<file path="src/rtl/mycpu_pkg.sv">
// Shared definitions for the writeback/commit stage: commit-queue entry layout,
// exception codes and CSR field widths.
package mycpu_pkg;

    localparam int CSR_NUM_W    = 14;
    localparam int ECODE_W      = 6;
    localparam int ESUBCODE_W   = 9;
    localparam logic [ECODE_W-1:0]    ECODE_INT    = 6'h00;
    localparam logic [ESUBCODE_W-1:0] ESUBCODE_INT = 9'h000;

    // Width-independent control fields of a queued instruction.
    typedef struct packed {
        logic                  csr_we;
        logic                  ertn;
        logic [ECODE_W-1:0]    ecode;
        logic [ESUBCODE_W-1:0] esubcode;
        logic [CSR_NUM_W-1:0]  csr_num;
    } ws_ctrl_t;

    // Flags needed by forwarding; kept next to dest/result in the low bits of an entry.
    typedef struct packed {
        logic ex;
        logic csr_re;
        logic gr_we;
    } ws_flags_t;

    // Entry layout, MSB first:
    // {ws_ctrl_t, pc, csr_wmask, csr_wvalue, badv, ws_flags_t, dest, result}
    function automatic int ms_to_ws_w(input int data_w, input int reg_aw);
        return $bits(ws_ctrl_t) + $bits(ws_flags_t) + reg_aw + 5 * data_w;
    endfunction

    function automatic int ws_fwd_w(input int data_w, input int reg_aw);
        return $bits(ws_flags_t) + reg_aw + data_w;
    endfunction

endpackage

</file>
<file path="src/rtl/wb_commit_fifo.sv">
// Generic circular buffer with synchronous flush, occupancy count and a
// per-slot read-out of the low PEEK_W bits of every occupied entry.
module wb_commit_fifo #(
    parameter int WIDTH  = 8,
    parameter int DEPTH  = 2,
    parameter int PEEK_W = WIDTH
) (
    input  logic                       clk,
    input  logic                       reset,
    input  logic                       flush,
    input  logic                       push,
    input  logic [WIDTH-1:0]           wdata,
    input  logic                       pop,
    output logic [$clog2(DEPTH):0]     count,
    output logic                       head_valid,
    output logic [WIDTH-1:0]           head_data,
    output logic [DEPTH-1:0]           entry_valid,
    output logic [DEPTH*PEEK_W-1:0]    entry_peek
);

    localparam int PW = $clog2(DEPTH);
    localparam int CW = PW + 1;

    logic [WIDTH-1:0] mem [DEPTH];
    logic [PW-1:0]    head_ptr;
    logic [PW-1:0]    tail_ptr;
    logic             do_push;

    // A flush wins over a same-cycle push so nothing younger than the flushing
    // instruction survives.
    assign do_push = push && !flush;

    always_ff @(posedge clk) begin
        if (reset || flush) begin
            head_ptr <= '0;
            tail_ptr <= '0;
            count    <= '0;
        end else begin
            if (do_push) begin
                tail_ptr <= tail_ptr + PW'(1);
            end
            if (pop) begin
                head_ptr <= head_ptr + PW'(1);
            end
            case ({do_push, pop})
                2'b10:   count <= count + CW'(1);
                2'b01:   count <= count - CW'(1);
                default: count <= count;
            endcase
        end
    end

    always_ff @(posedge clk) begin
        if (do_push && !reset) begin
            mem[tail_ptr] <= wdata;
        end
    end

    assign head_valid = (count != '0);
    assign head_data  = mem[head_ptr];

    // A slot is occupied when its distance from the head is below the count.
    always_comb begin
        for (int i = 0; i < DEPTH; i++) begin
            entry_valid[i] = ({1'b0, PW'(PW'(i) - head_ptr)} < count);
            entry_peek[i*PEEK_W +: PEEK_W] = mem[i][PEEK_W-1:0];
        end
    end

endmodule

</file>
<file path="src/rtl/wb_commit_stage.sv">
// Writeback/commit stage: small in-order commit queue that retires one
// instruction per cycle from its head and exports forwarding for every entry.
module wb_commit_stage
    import mycpu_pkg::*;
#(
    parameter int DATA_W = 32,
    parameter int REG_AW = 5,
    parameter int QDEPTH = 2,
    parameter int CNT_W  = 64
) (
    input  logic                     clk,
    input  logic                     reset,

    input  logic                     ms_valid,
    output logic                     ws_allowin,
    input  logic [DATA_W-1:0]        ms_pc,
    input  logic                     ms_gr_we,
    input  logic [REG_AW-1:0]        ms_dest,
    input  logic [DATA_W-1:0]        ms_result,
    input  logic                     ms_csr_re,
    input  logic                     ms_csr_we,
    input  logic [CSR_NUM_W-1:0]     ms_csr_num,
    input  logic [DATA_W-1:0]        ms_csr_wmask,
    input  logic [DATA_W-1:0]        ms_csr_wvalue,
    input  logic                     ms_ex,
    input  logic [ECODE_W-1:0]       ms_ecode,
    input  logic [ESUBCODE_W-1:0]    ms_esubcode,
    input  logic [DATA_W-1:0]        ms_badv,
    input  logic                     ms_ertn,

    output logic                     csr_re,
    output logic                     csr_we,
    output logic [CSR_NUM_W-1:0]     csr_num,
    output logic [DATA_W-1:0]        csr_wmask,
    output logic [DATA_W-1:0]        csr_wvalue,
    input  logic [DATA_W-1:0]        csr_rvalue,
    input  logic                     csr_has_int,
    input  logic [DATA_W-1:0]        csr_eentry,
    input  logic [DATA_W-1:0]        csr_era,

    output logic                     wb_ex,
    output logic [ECODE_W-1:0]       wb_ecode,
    output logic [ESUBCODE_W-1:0]    wb_esubcode,
    output logic [DATA_W-1:0]        wb_pc,
    output logic [DATA_W-1:0]        wb_vaddr,
    output logic                     ertn_flush,

    output logic                     rf_we,
    output logic [REG_AW-1:0]        rf_waddr,
    output logic [DATA_W-1:0]        rf_wdata,

    output logic [QDEPTH-1:0]        fwd_valid,
    output logic [QDEPTH*REG_AW-1:0] fwd_dest,
    output logic [QDEPTH*DATA_W-1:0] fwd_data,
    output logic [QDEPTH-1:0]        fwd_pending,

    output logic                     flush_pipe,
    output logic [DATA_W-1:0]        flush_target,

    input  logic                     trace_ready,
    output logic [DATA_W-1:0]        debug_wb_pc,
    output logic [3:0]               debug_wb_rf_wen,
    output logic [REG_AW-1:0]        debug_wb_rf_wnum,
    output logic [DATA_W-1:0]        debug_wb_rf_wdata,

    output logic [CNT_W-1:0]         instret
);

    localparam int ENTRY_W = ms_to_ws_w(DATA_W, REG_AW);
    localparam int FWD_W   = ws_fwd_w(DATA_W, REG_AW);
    localparam int CW      = $clog2(QDEPTH) + 1;

    logic [CW-1:0]             count;
    logic                      head_valid;
    logic [ENTRY_W-1:0]        push_entry;
    logic [ENTRY_W-1:0]        head_data;
    logic [QDEPTH-1:0]         entry_valid;
    logic [QDEPTH*FWD_W-1:0]   entry_peek;

    ws_ctrl_t                  push_ctrl;
    ws_flags_t                 push_flags;

    ws_ctrl_t                  head_ctrl;
    ws_flags_t                 head_flags;
    logic [DATA_W-1:0]         head_pc;
    logic [DATA_W-1:0]         head_wmask;
    logic [DATA_W-1:0]         head_wvalue;
    logic [DATA_W-1:0]         head_badv;
    logic [REG_AW-1:0]         head_dest;
    logic [DATA_W-1:0]         head_result;

    logic                      push;
    logic                      commit_fire;
    logic                      take_int;

    assign push_ctrl  = '{csr_we:   ms_csr_we,
                          ertn:     ms_ertn,
                          ecode:    ms_ecode,
                          esubcode: ms_esubcode,
                          csr_num:  ms_csr_num};
    assign push_flags = '{ex: ms_ex, csr_re: ms_csr_re, gr_we: ms_gr_we};
    assign push_entry = {push_ctrl, ms_pc, ms_csr_wmask, ms_csr_wvalue, ms_badv,
                         push_flags, ms_dest, ms_result};

    assign push = ms_valid && ws_allowin;

    wb_commit_fifo #(
        .WIDTH  (ENTRY_W),
        .DEPTH  (QDEPTH),
        .PEEK_W (FWD_W)
    ) u_fifo (
        .clk         (clk),
        .reset       (reset),
        .flush       (flush_pipe),
        .push        (push),
        .wdata       (push_entry),
        .pop         (commit_fire),
        .count       (count),
        .head_valid  (head_valid),
        .head_data   (head_data),
        .entry_valid (entry_valid),
        .entry_peek  (entry_peek)
    );

    assign {head_ctrl, head_pc, head_wmask, head_wvalue, head_badv,
            head_flags, head_dest, head_result} = head_data;

    // Popping the head this cycle frees a slot, so a full queue still accepts.
    assign ws_allowin  = (count < CW'(QDEPTH)) || commit_fire;
    assign commit_fire = head_valid && trace_ready;

    // A pending interrupt is taken on an ordinary instruction, which then
    // commits as an exception instead of retiring.
    assign take_int    = commit_fire && csr_has_int && !head_flags.ex && !head_ctrl.ertn;
    assign wb_ex       = commit_fire && (head_flags.ex || take_int);
    assign ertn_flush  = commit_fire && head_ctrl.ertn && !take_int;
    assign wb_ecode    = take_int ? ECODE_INT : head_ctrl.ecode;
    assign wb_esubcode = take_int ? ESUBCODE_INT : head_ctrl.esubcode;
    assign wb_pc       = head_pc;
    assign wb_vaddr    = head_badv;

    assign csr_re      = head_valid && head_flags.csr_re;
    assign csr_we      = commit_fire && head_ctrl.csr_we && !wb_ex;
    assign csr_num     = head_ctrl.csr_num;
    assign csr_wmask   = head_wmask;
    assign csr_wvalue  = head_wvalue;

    assign rf_we       = commit_fire && (head_flags.gr_we || head_flags.csr_re) && !wb_ex;
    assign rf_waddr    = head_dest;
    assign rf_wdata    = head_flags.csr_re ? csr_rvalue : head_result;

    assign flush_pipe   = wb_ex || ertn_flush;
    assign flush_target = wb_ex ? csr_eentry : csr_era;

    assign debug_wb_pc       = head_pc;
    assign debug_wb_rf_wen   = {4{rf_we}};
    assign debug_wb_rf_wnum  = head_dest;
    assign debug_wb_rf_wdata = rf_wdata;

    always_ff @(posedge clk) begin
        if (reset) begin
            instret <= '0;
        end else if (commit_fire && !wb_ex) begin
            instret <= instret + CNT_W'(1);
        end
    end

    // Forwarding view per physical slot; a queued CSR read has no data yet.
    for (genvar i = 0; i < QDEPTH; i++) begin : g_fwd
        ws_flags_t slot_flags;

        assign {slot_flags, fwd_dest[i*REG_AW +: REG_AW], fwd_data[i*DATA_W +: DATA_W]} =
            entry_peek[i*FWD_W +: FWD_W];
        assign fwd_valid[i]   = entry_valid[i] && (slot_flags.gr_we || slot_flags.csr_re)
                                && !slot_flags.ex;
        assign fwd_pending[i] = entry_valid[i] && slot_flags.csr_re;
    end

endmodule

</file>
<file path="config.mk">
export PLATFORM = sky130hd
export DESIGN_NAME = wb_commit_stage
export DESIGN_NICKNAME = d
export VERILOG_FILES = /design/src/rtl/mycpu_pkg.sv /design/src/rtl/wb_commit_fifo.sv /design/src/rtl/wb_commit_stage.sv
export SDC_FILE = /design/constraint.sdc
export NUM_CORES = 1
export LEC_CHECK = 0
export BUFFER_PORTS_ARGS = -buffer_cell sky130_fd_sc_hd__buf_4
export CAP_MARGIN = 20
export CORE_AREA = 2 2 290 292
export DETAILED_ROUTE_END_ITERATION = 16
export DIE_AREA = 0 0 292 294
export PLACE_DENSITY = 0.48
export SLEW_MARGIN = 10
export SYNTH_ARGS = -nofsm -noshare
export SYNTH_HDL_FRONTEND = slang
export SYNTH_SLANG_ARGS = --single-unit
</file>
<file path="constraint.sdc">
create_clock -name clk -period 22.7 [get_ports clk]
set_input_delay 1.135 -clock clk [delete_from_list [all_inputs] [get_ports clk]]
set_output_delay 1.135 -clock clk [all_outputs]
set_load 0.01 [all_outputs]
</file>
==> Word-level counts from Yosys, hierarchy flattened <==
Memories as Yosys holds them, arrays and structs flattened. A register that Yosys moved wholly into a read port is not among the register bits.
Cells that the tools add are included.
{ "word_totals": {"out_inout_bits": 448, "elab_cells": 65, "latchBits": 0, "regBits": 68, "n_memories": 1, "in_bits": 300, "romBits": 0, "ramBits": 398} }
{ "op_classes": {"n_eq_ne": 2, "n_lt_le_gt_ge": 3, "n_mux": 9, "shift": 0, "bitwise_logic": 0, "add_sub_neg": 7, "n_mul": 0, "n_div": 0, "n_reduce_logical": 39} }
{ "memory_table": {"columns": ["memory", "depth", "word_bits", "rd", "rd_ports_with_merged_regs", "wr", "line_no", "text"], "rows": [
  ["u_fifo.mem", 2, 199, 3, 1, 1, "wb_commit_fifo.sv:24", "logic [WIDTH-1:0] mem [DEPTH];"]
]} }
{ "op_table": {"columns": ["cell", "n"], "rows": [
  ["$add A64 B1 Y64 const B", 1],
  ["$mux W32", 2],
  ["$logic_and A1 B1 Y1", 22],
  ["$mux W9", 1],
  ["$logic_not A1 Y1", 8],
  ["$logic_or A1 B1 Y1", 7],
  ["$mux W6", 1],
  ["$lt A1 B2 Y1", 2],
  ["$mux W1", 4],
  ["$pmux W2 S2", 1],
  ["$reduce_bool A2 Y1", 2],
  ["$add A1 B1 Y1 const B", 2],
  ["$add A2 B1 Y2 const B", 1],
  ["$eq A2 B1 Y1 const B", 1],
  ["$eq A2 B2 Y1 const B", 1],
  ["$lt A2 B2 Y1 const B", 1],
  ["$sub A1 B1 Y1 const A", 2],
  ["$sub A2 B1 Y2 const B", 1]
]} }

==> Longest topological paths before layout <==
Gate-level depths: netlist of the first run.
{ "logic_depth": {"word_depth": 13, "ltp_mapped": 10, "depth_no_buf": 8} }

==> By module <==
From an unflattened synthesis of the first run, not the netlist that was laid out.
{ "hier_totals": {"cells_unflattened": 1350, "hier_area_um2": 19886.6} }
{ "modules_own_cells": {"columns": ["module", "seq_area_each_um2", "area_per_inst_um2", "cells_per_inst", "instances"], "rows": [
  ["wb_commit_fifo", 12051.6, 15222.1, 725, 1],
  ["wb_commit_stage", 1281.2, 4664.5, 625, 1]
]} }

==> Least setup slack after synthesis of the first run <==
No wires, ideal clock.
{ "synth_timing": {"kind": "input port to flip-flop", "start": "in trace_ready", "end": "mem u_fifo.mem[1][0] in the netlist's numbering (enable)", "path_slack_ns": 5.666, "setup_ns": 1.043, "required_ns": 21.657, "n_path_buf": 0, "path_stages": 4, "t_arrival_ns": 15.991, "cell_sequence": "o21ai_2 > inv_1 > a21o_1 > nor3b_1"} }
{ "synth_via": {"elab_chain_len": 12, "word_cells_on_any_way": 17, "cone_classes": "mux (2); reduce/logical (15)"} }
{ "synth_rtl": {"columns": ["element", "line_no", "text"], "rows": [
  ["start: declaration", "wb_commit_stage.sv:60", "input logic trace_ready,"],
  ["$logic_and A1 B1 Y1 *", "wb_commit_stage.sv:130", "assign commit_fire = head_valid && trace_ready;"],
  ["via commit_fire", "wb_commit_stage.sv:93", "logic commit_fire;"],
  ["$logic_and A1 B1 Y1 (3 in series)", "wb_commit_stage.sv:134", "assign take_int = commit_fire && csr_has_int && !head_flags.ex && !head_ctrl.ertn;"],
  ["$logic_or A1 B1 Y1 or $logic_not A1 Y1 (tied branches)", "wb_commit_stage.sv:135, wb_commit_stage.sv:136", null],
  ["$logic_and A1 B1 Y1 (on tied branches)", "wb_commit_stage.sv:135, wb_commit_stage.sv:136", null],
  ["$logic_or A1 B1 Y1", "wb_commit_stage.sv:152", "assign flush_pipe = wb_ex || ertn_flush;"],
  ["$logic_not A1 Y1", "wb_commit_fifo.sv:31", "assign do_push = push && !flush;"],
  ["$logic_and A1 B1 Y1 *", "wb_commit_fifo.sv:31", null],
  ["$logic_and A1 B1 Y1 *", "wb_commit_fifo.sv:54", "if (do_push && !reset) begin"],
  ["$mux W1 *", "wb_commit_fifo.sv:54", null],
  ["$mux W1 (not written as such) *", "wb_commit_fifo.sv:55", "mem[tail_ptr] <= wdata;"],
  ["end: declaration", "wb_commit_fifo.sv:24", null]
]} }
The timed path passes the listed nets; every way through them passes the cells marked *.

==> impl_metrics.tcl, run 1 <==
set metrics [dict create \
    seq_power_share_pct 40.4 \
    startpoint_type "flip-flop" \
    ys.flop_type "edfxtp_1" \
    vias_per_cell 4.25 \
    multi_input_area_sq_mm 0.00485 \
    clk_path_buf_depth 3 \
    grt_pass1_wl_um 91100 \
    setup_viol_count_final 0 \
    r2r_setup_slack_ns 19.05 \
    drv_cap 0 \
    whs_endpoint "instret[63]" \
    grt_overflow_total 0 \
    worst_pin_slew_ns 0.988 \
    regArea_sq_mm 0.0133 \
    die-area_sq_mm 0.0858 \
    min_from "instret[63]" \
    grt_antenna_before_repair 12 \
    postCtsSetupBuffers 0 \
    power.internal_uw 1870 \
    layout_min_cycle_time_ns 5.20 \
    async_flop_share_pct 0 \
    layout-drive-gt1-share_pct 53.2 \
    total_leakage_power_uw 0.0101 \
    rows 106 \
    die_h_um 294 \
    ctsHoldBuffers 0 \
    cts_tree "yes" \
    relSlewSlack_pct 34.2 \
    die_x_um 292 \
    outcome "finished, final reports clean" \
    hold_class "flip-flop to flip-flop" \
    nets 2232 \
    drt_iter0_markers 678 \
    core_sq_mm 0.0829 \
    fillers 8213 \
    cts_resized 0 \
    dp_hpwl_um 49400 \
    grt_pass1_vias 13400 \
    dr_total_vias 13000 \
    synth_area_sq_mm 0.0195 \
    vdd_ir_drop_max_mv 0.0589 \
    final_common_cell "buf_4" \
    power_switching_uw 782 \
    clkTransAtPathRegs_ns 0.06 \
    r2r_cells 6 \
    wl_um 66200 \
    synth_area_per_cell_sq_um 14.9 \
    io_pins 748 \
    synthToLayoutAreaGrowth_pct 38.7 \
    finalWeightedCongestion 0.886 \
    numCtsBuffers 54 \
    grt_max_degree 69 \
    routedWlPerCell_um 21.7 \
    fin_crit_sh_pct 22.9 \
    hold_viol 0 \
    yosys_register_bits 467 \
    cts_root_buf "clkbuf_16" \
    arrival_ns 4.07 \
    maxSlewViolCount 0 \
    swShare_pct 29.5 \
    worst_clock_skew_ns 0.0337 \
    max_freq_mhz 192 \
    required_ns 21.57 \
    start_util_pct 23.5 \
    drc 0 \
    synth_seq_area_share_pct 68.4 \
    worstHoldPathCells 2 \
    clkPwrFrac_pct 31.4 \
    antenna_left 0 \
    final_cells 3055 \
    track_usage_pct 14.5 \
    worstReg2RegEnd "u_fifo.mem[1][126]" \
    combPwrFrac_pct 28.1 \
    yosysWarnings 0 \
    synth_edf_count 398 \
    setup_tns_ns 0 \
    insertion_delay_ns 0.60 \
    syn-num-nets 1609 \
    dp.cells 2952 \
    rsz0062_at_grt "false" \
    portBuffers 747 \
    crit_type "flip-flop to output port" \
    synthCells 1307 \
    htreeDepth 2 \
    synth_cell_types 42 \
    crit_path_end_kind "output port" \
    drt-pass1-iter-count 4 \
    clock_sinks 467 \
    power_density_mw_per_mm2 98.1 \
    final_cell_mix "762 x buf_4, 398 x edfxtp_1, 182 x mux2_2, 94 x nor2_1" \
    crit_fanout 44 \
]
-- power groups by stage --
stage	sequential, uW	clock, uW	combinational [uW]
after floorplan	1110	0	419
after global placement	1090	0	755
after detailed placement	1090	0	756
after CTS	1070	870	759
after global routing	1080	899	794
final	1070	834	746
-- kinds of logic (layout without fill, tap and decap cells) --
family	count (synthesis)	in the layout	synth area share (%)
simple gates	254	254	6.71
mux	234	234	13.2
fa+ha+maj	2	2	0.128
flops	467	467	68.4
other cells	0	8	0
buf+inv	208	868	6.90
xor+xnor	34	34	1.53
compound gates	108	108	3.15
-- state kept, by name, summed over array words and instances (netlist names), named ones only --
register,flops
instret,64
u_fifo.count,2
u_fifo.head_ptr,1
u_fifo.mem,398
u_fifo.tail_ptr,1
-- layout make-up --
cell class,instances,area share (%)
multi-input cells,632,18.0
clock inverters,28,0.944
diodes,8,0.0740
inverters,11,0.153
flip-flops and latches,467,49.3
repair buffers,764,21.3
clock buffers,65,5.26
well taps,1080,5.00
-- routing by layer --
| layer | track usage, % | up-vias | part of all wire [%] |
|---|---|---|---|
| met5 | 0 | - | 0.082 |
| met4 | 6.47 | 8 | 3.6 |
| met3 | 4.65 | 114 | 8.3 |
| met2 | 25.4 | 524 | 51 |
| met1 | 16.0 | 6344 | 37 |
| li1 | - | 6001 | - |
-- synth_stat cells (all sizes together), types with 24 or more instances --
library cell	count	area share [%]
dfxtp	69	7.1
mux2i	52	2.7
nor2	94	1.8
mux2	182	11
a21oi	69	1.8
o21ai	24	0.64
nand2	27	0.52
nand4	31	1.1
edfxtp	398	61
clkbuf	32	0.62
or3	24	0.77
buf	165	6.1
-- worst max path at each step --
stage	endpoint	slack [ns]	depth (start not counted)
global placement	rf_wdata[27]	17.93	6
finish	debug_wb_rf_wnum[1]	17.50	5
CTS	debug_wb_rf_wdata[27]	17.20	6
floorplan	u_fifo.mem[1][0]	5.67	4
global route	rf_wdata[27]	17.18	6
detailed placement	debug_wb_rf_wdata[27]	17.89	6
-- per-stage QoR --
step	hold WS [ns]	utilization (%)	cell area, sq um	setup WS [ns]	power, uW
2_1_floorplan	0.466	-	19500	5.67	1530
3_3_place_gp	0.476	30.5	25300	17.93	1850
3_5_place_dp	0.484	30.5	25300	17.89	1850
4_1_cts	0.495	32.6	27000	17.20	2700
5_1_grt	0.513	32.6	27000	17.18	2770
6_report	0.495	32.6	27000	17.50	2650
-- critical path, cell delays in order (launching register included) --
cell and delay (ns):
dfxtp_4 0.74, buf_4 0.77, buf_4 0.64, buf_4 0.54, mux2_2 0.45, buf_4 0.16
(Power assumes the default switching activity.)
==> run 2, diff against run 1 <==
--- a/config.mk
+++ b/config.mk
@@ -10,7 +10,7 @@
 export CORE_AREA = 2 2 290 292
 export DETAILED_ROUTE_END_ITERATION = 16
 export DIE_AREA = 0 0 292 294
-export PLACE_DENSITY = 0.48
+export PLACE_DENSITY = 0.5
 export SLEW_MARGIN = 10
 export SYNTH_ARGS = -nofsm -noshare
 export SYNTH_HDL_FRONTEND = slang
==> constraint.sdc (replaced) <==
create_clock -name clk -period 4.3 [get_ports clk]
set_input_delay 0.215 -clock clk [delete_from_list [all_inputs] [get_ports clk]]
set_output_delay 0.215 -clock clk [all_outputs]
set_load 0.01 [all_outputs]
==> impl_metrics.tcl, run 2 (synthesized netlist as in run 1, its figures left out) <==
set metrics [dict create \
    clock_sinks 467 \
    vias_per_cell 4.18 \
    dp_hpwl_um 45100 \
    wl_met3_um 4520 \
    routed.top_layer "met5" \
    startpoint_type "flip-flop" \
    vdd_ir_drop_max_mv 0.339 \
    nets 2428 \
    die_h_um 294 \
    cts_root_buf "clkbuf_16" \
    clkTransAtPathRegs_ns 0.05 \
    drt-pass1-iter-count 5 \
    required_ns 4.09 \
    final_cells 3258 \
    crit_fanout 33 \
    core_sq_mm 0.0829 \
    routedWlPerCell_um 19.1 \
    setup_viol_count_final 0 \
    outcome "finished, final reports clean" \
    drv_cap 0 \
    utilization_pct 35.3 \
    numCtsBuffers 54 \
    ctsHoldBuffers 199 \
    slowest_stage "a21oi_4" \
    grt_antenna_before_repair 10 \
    worst_pin_slew_ns 1.12 \
    dp.cells 2951 \
    insertion_delay_ns 0.61 \
    htreeDepth 2 \
    crit_path_end_kind "output port" \
    start_util_pct 23.5 \
    postCtsSetupBuffers 0 \
    die-area_sq_mm 0.0858 \
    cts_resized 0 \
    hold_class "input port to flip-flop" \
    grt_pass1_vias 14100 \
    portBuffers 747 \
    grt_overflow_total 0 \
    worstPathCellList "mux2i_1 > nand2_1 > a21oi_4 > mux2_2 > buf_4" \
    fin_crit_sh_pct 84.9 \
    layout-drive-gt1-share_pct 48.4 \
    relSlewSlack_pct 25.1 \
    worst_clock_skew_ns 0.0429 \
    dr_total_vias 13600 \
    largest_reg_flops 398 \
    cts_tree "yes" \
    synthToLayoutAreaGrowth_pct 50.1 \
    hold_viol 0 \
    rows 106 \
    regMostFlops "u_fifo.mem" \
    placed_area_sq_mm 0.0254 \
    rsz0062_at_grt "false" \
    design_area_sq_mm 0.0293 \
    finalWeightedCongestion 0.855 \
    arrival_ns 3.44 \
    io_pins 748 \
    crit_type "flip-flop to output port" \
    whs_ns 0.0635 \
    grt_max_degree 111 \
    total_power_uw 14500 \
    total_leakage_power_uw 0.0110 \
    wl_met2_um 31700 \
    wl_um 62200 \
    drt_iter0_markers 570 \
    track_usage_pct 13.6 \
    power_density_mw_per_mm2 495 \
    final_cell_mix "756 x buf_4, 398 x edfxtp_1, 199 x dlygate4sd3_1, 182 x mux2_2, 94 x nor2_1" \
    die_x_um 292 \
    grt_pass1_wl_um 88500 \
    wl_met1_um 24100 \
    antenna_left 0 \
    maxSlewViolCount 0 \
    max_freq_mhz 274 \
    top_regs "u_fifo.mem: 398 flops, instret: 64 flops, u_fifo.count: 2 flops" \
    clk_path_buf_depth 3 \
    drc 0 \
    max_stage_delay_ns 0.89 \
    final_common_cell "buf_4" \
    layout_min_cycle_time_ns 3.65 \
]
run 2: worst max-delay path: cells and delay by family, from the launching register on:
| family | cells | cell delay, ns |
|---|---|---|
| flip-flops | 1 | 0.59 |
| AO/OA/AOI/OAI | 1 | 0.89 |
| multiplexers | 2 | 0.98 |
| buffers and inverters | 1 | 0.14 |
| AND/OR/NAND/NOR | 1 | 0.21 |
run 2: area by class of cell:
type	count	area [sq um]
Antenna cell	6	15.0
Clock buffer	64	1410
Clock inverter	38	443
Fill cell	8092	53600
Inverter	11	41.3
Multi-Input combinational cell	632	4890
Sequential cell	467	13300
Tap cell	1080	1350
Timing Repair Buffer	960	7770
run 2: metrics by stage:
step | setup TNS, ns | setup WS, ns
detailed placement | 0 | 1.24
floorplan | -804.23 | -2.18
global route | 0 | 0.412
finish | 0 | 0.649
CTS | 0 | 0.604
global placement | 0 | 1.35
run 2: routing by layer:
metal  up-vias  track usage, %
li1       6389               -
met3        93            3.94
met1      6664            15.5
met2       473            24.2
met4         8            4.54
met5         -               0
run 2: report_power, final:
| part | total [uW] | switching [uW] | internal, uW |
|---|---|---|---|
| clock | 4740 | 1910 | 2840 |
| sequential | 5630 | 169 | 5460 |
| combinational | 4100 | 2080 | 2020 |
| total | 14500 | 4150 | 10300 |
run 2: path summary, 6_finish.rpt:
kind,startpoint,to,slack [ns],cells after the start
worst min register to register,instret[63],instret[63],0.48,2
worst min-delay path,trace_ready,flip-flop,0.06,4
worst max register to register,flip-flop,instret[60],1.29,5
worst max-delay path,flip-flop,flush_target[12],0.65,5
